### src/rtl/lsu_bus_ctrl.sv
// ============================================================================
// Module   : lsu_bus_ctrl
// Function : Load/store unit between the core datapath and a word-addressed
//            valid/ready data bus, with bus wait-time timeout.
// Revision : 1.0
// ============================================================================
`default_nettype none

module lsu_bus_ctrl #(
  parameter int TIMEOUT_CYCLES = 15
) (
  input  logic        clk,
  input  logic        rst_n,
  input  logic        mem_read,
  input  logic        mem_write,
  input  logic [2:0]  funct3,
  input  logic [31:0] addr,
  input  logic [31:0] wdata,
  output logic [31:0] rdata,
  output logic        stall,
  output logic        misaligned,
  output logic        bus_err,
  output logic        bus_req,
  output logic        bus_we,
  output logic [31:0] bus_addr,
  output logic [31:0] bus_wdata,
  output logic [3:0]  bus_be,
  input  logic        bus_ready,
  input  logic [31:0] bus_rdata
);

  typedef enum logic [1:0] {
    S_IDLE = 2'd0,
    S_REQ  = 2'd1,
    S_DONE = 2'd2
  } state_t;

  localparam logic [7:0] c_cnt_last = 8'(TIMEOUT_CYCLES - 1);

  state_t      r_state;
  logic [7:0]  r_cnt;
  logic [2:0]  r_funct3;
  logic [1:0]  r_off;
  logic [31:0] r_rdata;
  logic        r_bus_err;
  logic        r_bus_we;
  logic [31:0] r_bus_addr;
  logic [31:0] r_bus_wdata;
  logic [3:0]  r_bus_be;

  logic        w_pending;
  logic        w_legal_f3;
  logic        w_aligned;
  logic        w_legal;
  logic        w_start;
  logic [31:0] w_st_wdata;
  logic [3:0]  w_st_be;
  logic [7:0]  w_ld_byte;
  logic [15:0] w_ld_half;
  logic [31:0] w_ld_data;

  assign w_pending = mem_read | mem_write;

  // A simultaneous read and write request is treated as a write.
  always_comb begin
    w_legal_f3 = 1'b0;
    if (mem_write) w_legal_f3 = (funct3 == 3'b000) || (funct3 == 3'b001) || (funct3 == 3'b010);
    else           w_legal_f3 = (funct3 != 3'b011) && (funct3 != 3'b110) && (funct3 != 3'b111);
  end

  always_comb begin
    w_aligned = 1'b1;
    case (funct3[1:0])
      2'b01:   w_aligned = ~addr[0];
      2'b10:   w_aligned = (addr[1:0] == 2'b00);
      default: w_aligned = 1'b1;
    endcase
  end

  assign w_legal    = w_legal_f3 & w_aligned;
  assign w_start    = (r_state == S_IDLE) & w_pending & w_legal;
  assign misaligned = (r_state == S_IDLE) & w_pending & ~w_legal;
  assign stall      = w_start | (r_state == S_REQ);
  assign bus_req    = (r_state == S_REQ);
  assign bus_err    = r_bus_err;
  assign rdata      = misaligned ? 32'd0 : r_rdata;
  assign bus_we     = r_bus_we;
  assign bus_addr   = r_bus_addr;
  assign bus_wdata  = r_bus_wdata;
  assign bus_be     = r_bus_be;

  always_comb begin
    w_st_wdata = wdata;
    w_st_be    = 4'b1111;
    case (funct3)
      3'b000: begin
        w_st_wdata = {4{wdata[7:0]}};
        w_st_be    = 4'b0001 << addr[1:0];
      end
      3'b001: begin
        w_st_wdata = {2{wdata[15:0]}};
        w_st_be    = addr[1] ? 4'b1100 : 4'b0011;
      end
      default: begin
        w_st_wdata = wdata;
        w_st_be    = 4'b1111;
      end
    endcase
  end

  // Lane selection uses the offset captured at request time, not the live addr.
  assign w_ld_byte = bus_rdata[{r_off, 3'b000} +: 8];
  assign w_ld_half = r_off[1] ? bus_rdata[31:16] : bus_rdata[15:0];

  always_comb begin
    w_ld_data = bus_rdata;
    case (r_funct3)
      3'b000:  w_ld_data = {{24{w_ld_byte[7]}}, w_ld_byte};
      3'b100:  w_ld_data = {24'd0, w_ld_byte};
      3'b001:  w_ld_data = {{16{w_ld_half[15]}}, w_ld_half};
      3'b101:  w_ld_data = {16'd0, w_ld_half};
      default: w_ld_data = bus_rdata;
    endcase
  end

  always_ff @(posedge clk or negedge rst_n) begin
    if (!rst_n) begin
      r_state     <= S_IDLE;
      r_cnt       <= 8'd0;
      r_funct3    <= 3'd0;
      r_off       <= 2'd0;
      r_rdata     <= 32'd0;
      r_bus_err   <= 1'b0;
      r_bus_we    <= 1'b0;
      r_bus_addr  <= 32'd0;
      r_bus_wdata <= 32'd0;
      r_bus_be    <= 4'd0;
    end else begin
      case (r_state)
        S_IDLE: begin
          r_bus_err <= 1'b0;
          if (w_start) begin
            r_bus_we    <= mem_write;
            r_bus_addr  <= {addr[31:2], 2'b00};
            r_bus_wdata <= mem_write ? w_st_wdata : 32'd0;
            r_bus_be    <= mem_write ? w_st_be : 4'b1111;
            r_funct3    <= funct3;
            r_off       <= addr[1:0];
            r_cnt       <= 8'd0;
            r_state     <= S_REQ;
          end
        end
        S_REQ: begin
          if (bus_ready) begin
            r_rdata <= r_bus_we ? 32'd0 : w_ld_data;
            r_state <= S_DONE;
          end else if (r_cnt == c_cnt_last) begin
            r_bus_err <= 1'b1;
            r_rdata   <= 32'd0;
            r_state   <= S_DONE;
          end else begin
            r_cnt <= r_cnt + 8'd1;
          end
        end
        S_DONE: begin
          r_bus_err <= 1'b0;
          r_state   <= S_IDLE;
        end
        default: r_state <= S_IDLE;
      endcase
    end
  end

endmodule

`default_nettype wire

### config.mk
export PLATFORM = sky130hd
export DESIGN_NAME = lsu_bus_ctrl
export DESIGN_NICKNAME = d
export VERILOG_FILES = /design/src/rtl/lsu_bus_ctrl.sv
export SDC_FILE = /design/constraint.sdc
export NUM_CORES = 1
export LEC_CHECK = 0
export CORE_AREA = 8 8 128 130
export CTS_BUF_LIST = sky130_fd_sc_hd__clkbuf_16
export DETAILED_ROUTE_END_ITERATION = 10
export DIE_AREA = 0 0 136 138
export GPL_TIMING_DRIVEN = 0
export MAX_ROUTING_LAYER = met4
export PLACE_DENSITY = 0.83
export SLEW_MARGIN = 20
export SYNTH_ARGS = -nofsm -noshare
export SYNTH_HDL_FRONTEND = slang
export SYNTH_SLANG_ARGS = --single-unit
### constraint.sdc
create_clock -name clk -period 2.6 [get_ports clk]
set_input_delay 0.52 -clock clk [delete_from_list [all_inputs] [get_ports clk]]
set_output_delay 0.52 -clock clk [all_outputs]
set_load 0.02 [all_outputs]
==> metrics.txt <==
area of the multi-input gates 2810 um2; TritonCTS clock tree done; DRT iter0 DRCs 359; routed via count slightly above 5k; Power, Total roughly 9.7 mW; Routed WL 19300 um; share of layout cells above drive strength 1 0.245; largest stage delay on the critical path 0.38 ns; Max Root-Sink Buffers 2; Post-Syn Area ~5700 um2; Worst R2R Setup Slack 0.15 ns; Die Span Y 138 um; relative max-transition margin 0.622; worst-path maximum fanout 10; Post-synth ARST share 1.00; CTS buffer count 17; Mapped Cells approximately 500; Finished Cell Area ~9000 um2; DR WL/cell about 20 um; Synth top area share 0.501; r2r startpoint r_state[1]$_DFFE_PN0P_; sequential fraction of the synthesis area 0.501; count of nets after finishing 854; first-pass GRT wire length 30700 um; Final Cycle Share 0.996; Area contributors post-synth dfrtp_1 50%, mux2_2 8.6%, nor2b_1 4.8%, a221o_2 2.9%, a22o_1 2.7%; minimum clock period roughly 2.6 ns; FF-to-FF End r_rdata[22]$_DFFE_PN0P_; GP Congestion 0.902; Cell Chain, Critical Path buf_2 > inv_1 > ha_2 > nand3_4 > a211oi_4 > buf_12 > clkbuf_8 > nor2b_1 > buf_4; Hold WS 0.0169 ns; Via density 5.49; Buf/Inv on CP 5; status completed; Clock Latency Late Sink 0.41 ns; vias in the first global route 5778; Worst Setup End Kind output port; 1st-pass router iterations 5; Initial Util 0.401; area leader, netlist dfrtp_1; Root Buffer clkbuf_16; unrepaired setup endpoints after global routing true; Rows between 40 and 50; pwr/cell area 1090 nW/um2; YS warnings 0; IO Count about 210; startpoint types input pin; Synth Flop Type dfrtp_1; Crit-path slowest cell ha_2; Post-synth top cells 115 x dfrtp_1, 44 x mux2_2, 44 x nor2b_1; type of the worst min-delay path input pin to asynchronous set/reset pin; number of clock sinks 115; WS Path Type input pin to output port; quantity of I/O buffers inserted on ports 206; Post-DP HPWL 14600 um; P&R area growth vs syn 55.2%; max-slew violation total from the final report 0; fmax 386 MHz; slew of the pin with the lowest slew margin approximately 0.57 ns; CTS Hold Bufs 0; FF/Latch Area 2880 um2; flops & latches, synth 115; final setup fails 0; Die W 136 um; Final ANT Viol Nets 0; DR DRC count 0; required time of the critical path 2.08 ns; Yosys cell types 60; R2R cell count 6; Mean Syn Cell Area roughly 11 um2; core outline area 14300 um2; delay-heaviest family, CP buffers and inverters; antenna violations before repair 3; placed instance area between 8000 and 9000 um2; Setup Skew 0.00791 ns; largest net degree at the start of global routing 76; top-count cell post-synth dfrtp_1; max cap viols 0; FILL cells approximately 1.1k; Leak Pwr ~3.8 nW; VDD IR max 0.668 mV; htree depth 4; Tot GR Track Use 0.212; DIE AREA approximately 19000 um2; EDFF count, synth 0; final hold vios 0; CTS clock-pin slew for the worst setup and hold paths 0.05 ns; Worst EP arrival approximately 2.1 ns; grt total ovfl 0
[layout by cell type (no fill, tap or decap), types with 8 or more instances in the layout]
| cell | netlist | final |
|---|---|---|
| nor2b_1 | 44 | 32 |
| mux2_2 | 44 | 43 |
| nand2_1 | 35 | 34 |
| clkdlybuf4s50_1 | 0 | 165 |
| nor2b_4 | 0 | 10 |
| buf_6 | 2 | 13 |
| nor2_1 | 8 | 8 |
| o21ai_0 | 29 | 29 |
| clkbuf_1 | 19 | 14 |
| buf_4 | 7 | 35 |
| dfrtp_1 | 115 | 115 |
| a21boi_0 | 8 | 8 |
| nand2b_1 | 14 | 13 |
| buf_2 | 4 | 11 |
| o2bb2ai_1 | 16 | 16 |
| inv_1 | 9 | 9 |
| a22oi_1 | 16 | 16 |
| a22o_1 | 18 | 18 |
| a32o_1 | 8 | 8 |
| a221o_2 | 15 | 15 |
| clkbuf_16 | 0 | 20 |
[final cells by class]
| type | count | area share |
|---|---|---|
| antenna | 3 | 0.000842 |
| buffer | 38 | 0.0283 |
| clock buffer | 17 | 0.0477 |
| clock inverter | 13 | 0.0163 |
| inverter | 9 | 0.00407 |
| multi-input combinational | 344 | 0.315 |
| sequential | 115 | 0.323 |
| tap | 184 | 0.0258 |
| timing repair buffer | 219 | 0.239 |
[through the flow]
| step | cells | TNS, ns | setup WS, ns | util |
|---|---|---|---|---|
| 5_1_grt | 942 | -0.865 | -0.0659 | 0.623 |
| 4_1_cts | 940 | 0 | 0.0355 | 0.622 |
| 3_3_place_gp | 897 | -447.45 | -3.24 | 0.562 |
| 6_report | 942 | 0 | 0.0107 | 0.623 |
| 3_5_place_dp | 898 | -81.87 | -1.63 | 0.564 |
| 2_1_floorplan | 507 | 0 | 0.00403 | - |
[logic make-up after synthesis]
family | count (synthesis) | synth area share
compound gates | 155 | 0.216
simple gates | 130 | 0.127
flops | 115 | 0.501
buf+inv | 48 | 0.0396
mux | 47 | 0.0965
fa+ha+maj | 6 | 0.0131
xor+xnor | 4 | 0.00610
other cells | 1 | 0.000653
[worst max-delay path by stage]
stage	from	end	slack (ns)	cells after the start
after CTS	funct3[1]	rdata[27]	0.04	10
final	funct3[1]	rdata[27]	0.01	9
after global placement	rst_n	r_rdata[24]$_DFFE_PN0P_	-3.24	1
after global routing	funct3[0]	rdata[29]	-0.07	10
after floorplan	funct3[0]	stall	0.004	7
after detailed placement	funct3[1]	rdata[16]	-1.63	9
[state kept, by name, summed over array words and instances (netlist names)]
signal,count
bus_addr,30
bus_be,4
bus_err,1
bus_wdata,32
bus_we,1
r_cnt,8
r_funct3,3
r_off,2
r_rdata,32
r_state,2
[report_power, final]
group,internal (mW),switching [mW]
Combinational,2.27,2.22
Sequential,2.52,0.445
Clock,1.47,0.793
Total,6.27,3.46
[repair_timing]
item	in CTS	in global routing
resized for setup	227	9
gates cloned	1	0
setup endpoints to repair	60	43
pin swaps	6	2
buffers inserted	13	0
[layer usage]
metal / global-route usage / wire (um)
met5: - / 0
met3: 0.0652 / 1340
met1: 0.241 / 7830
met2: 0.347 / 9770
met4: 0.0706 / 319
Note: power is estimated with default switching activity, not from simulation.
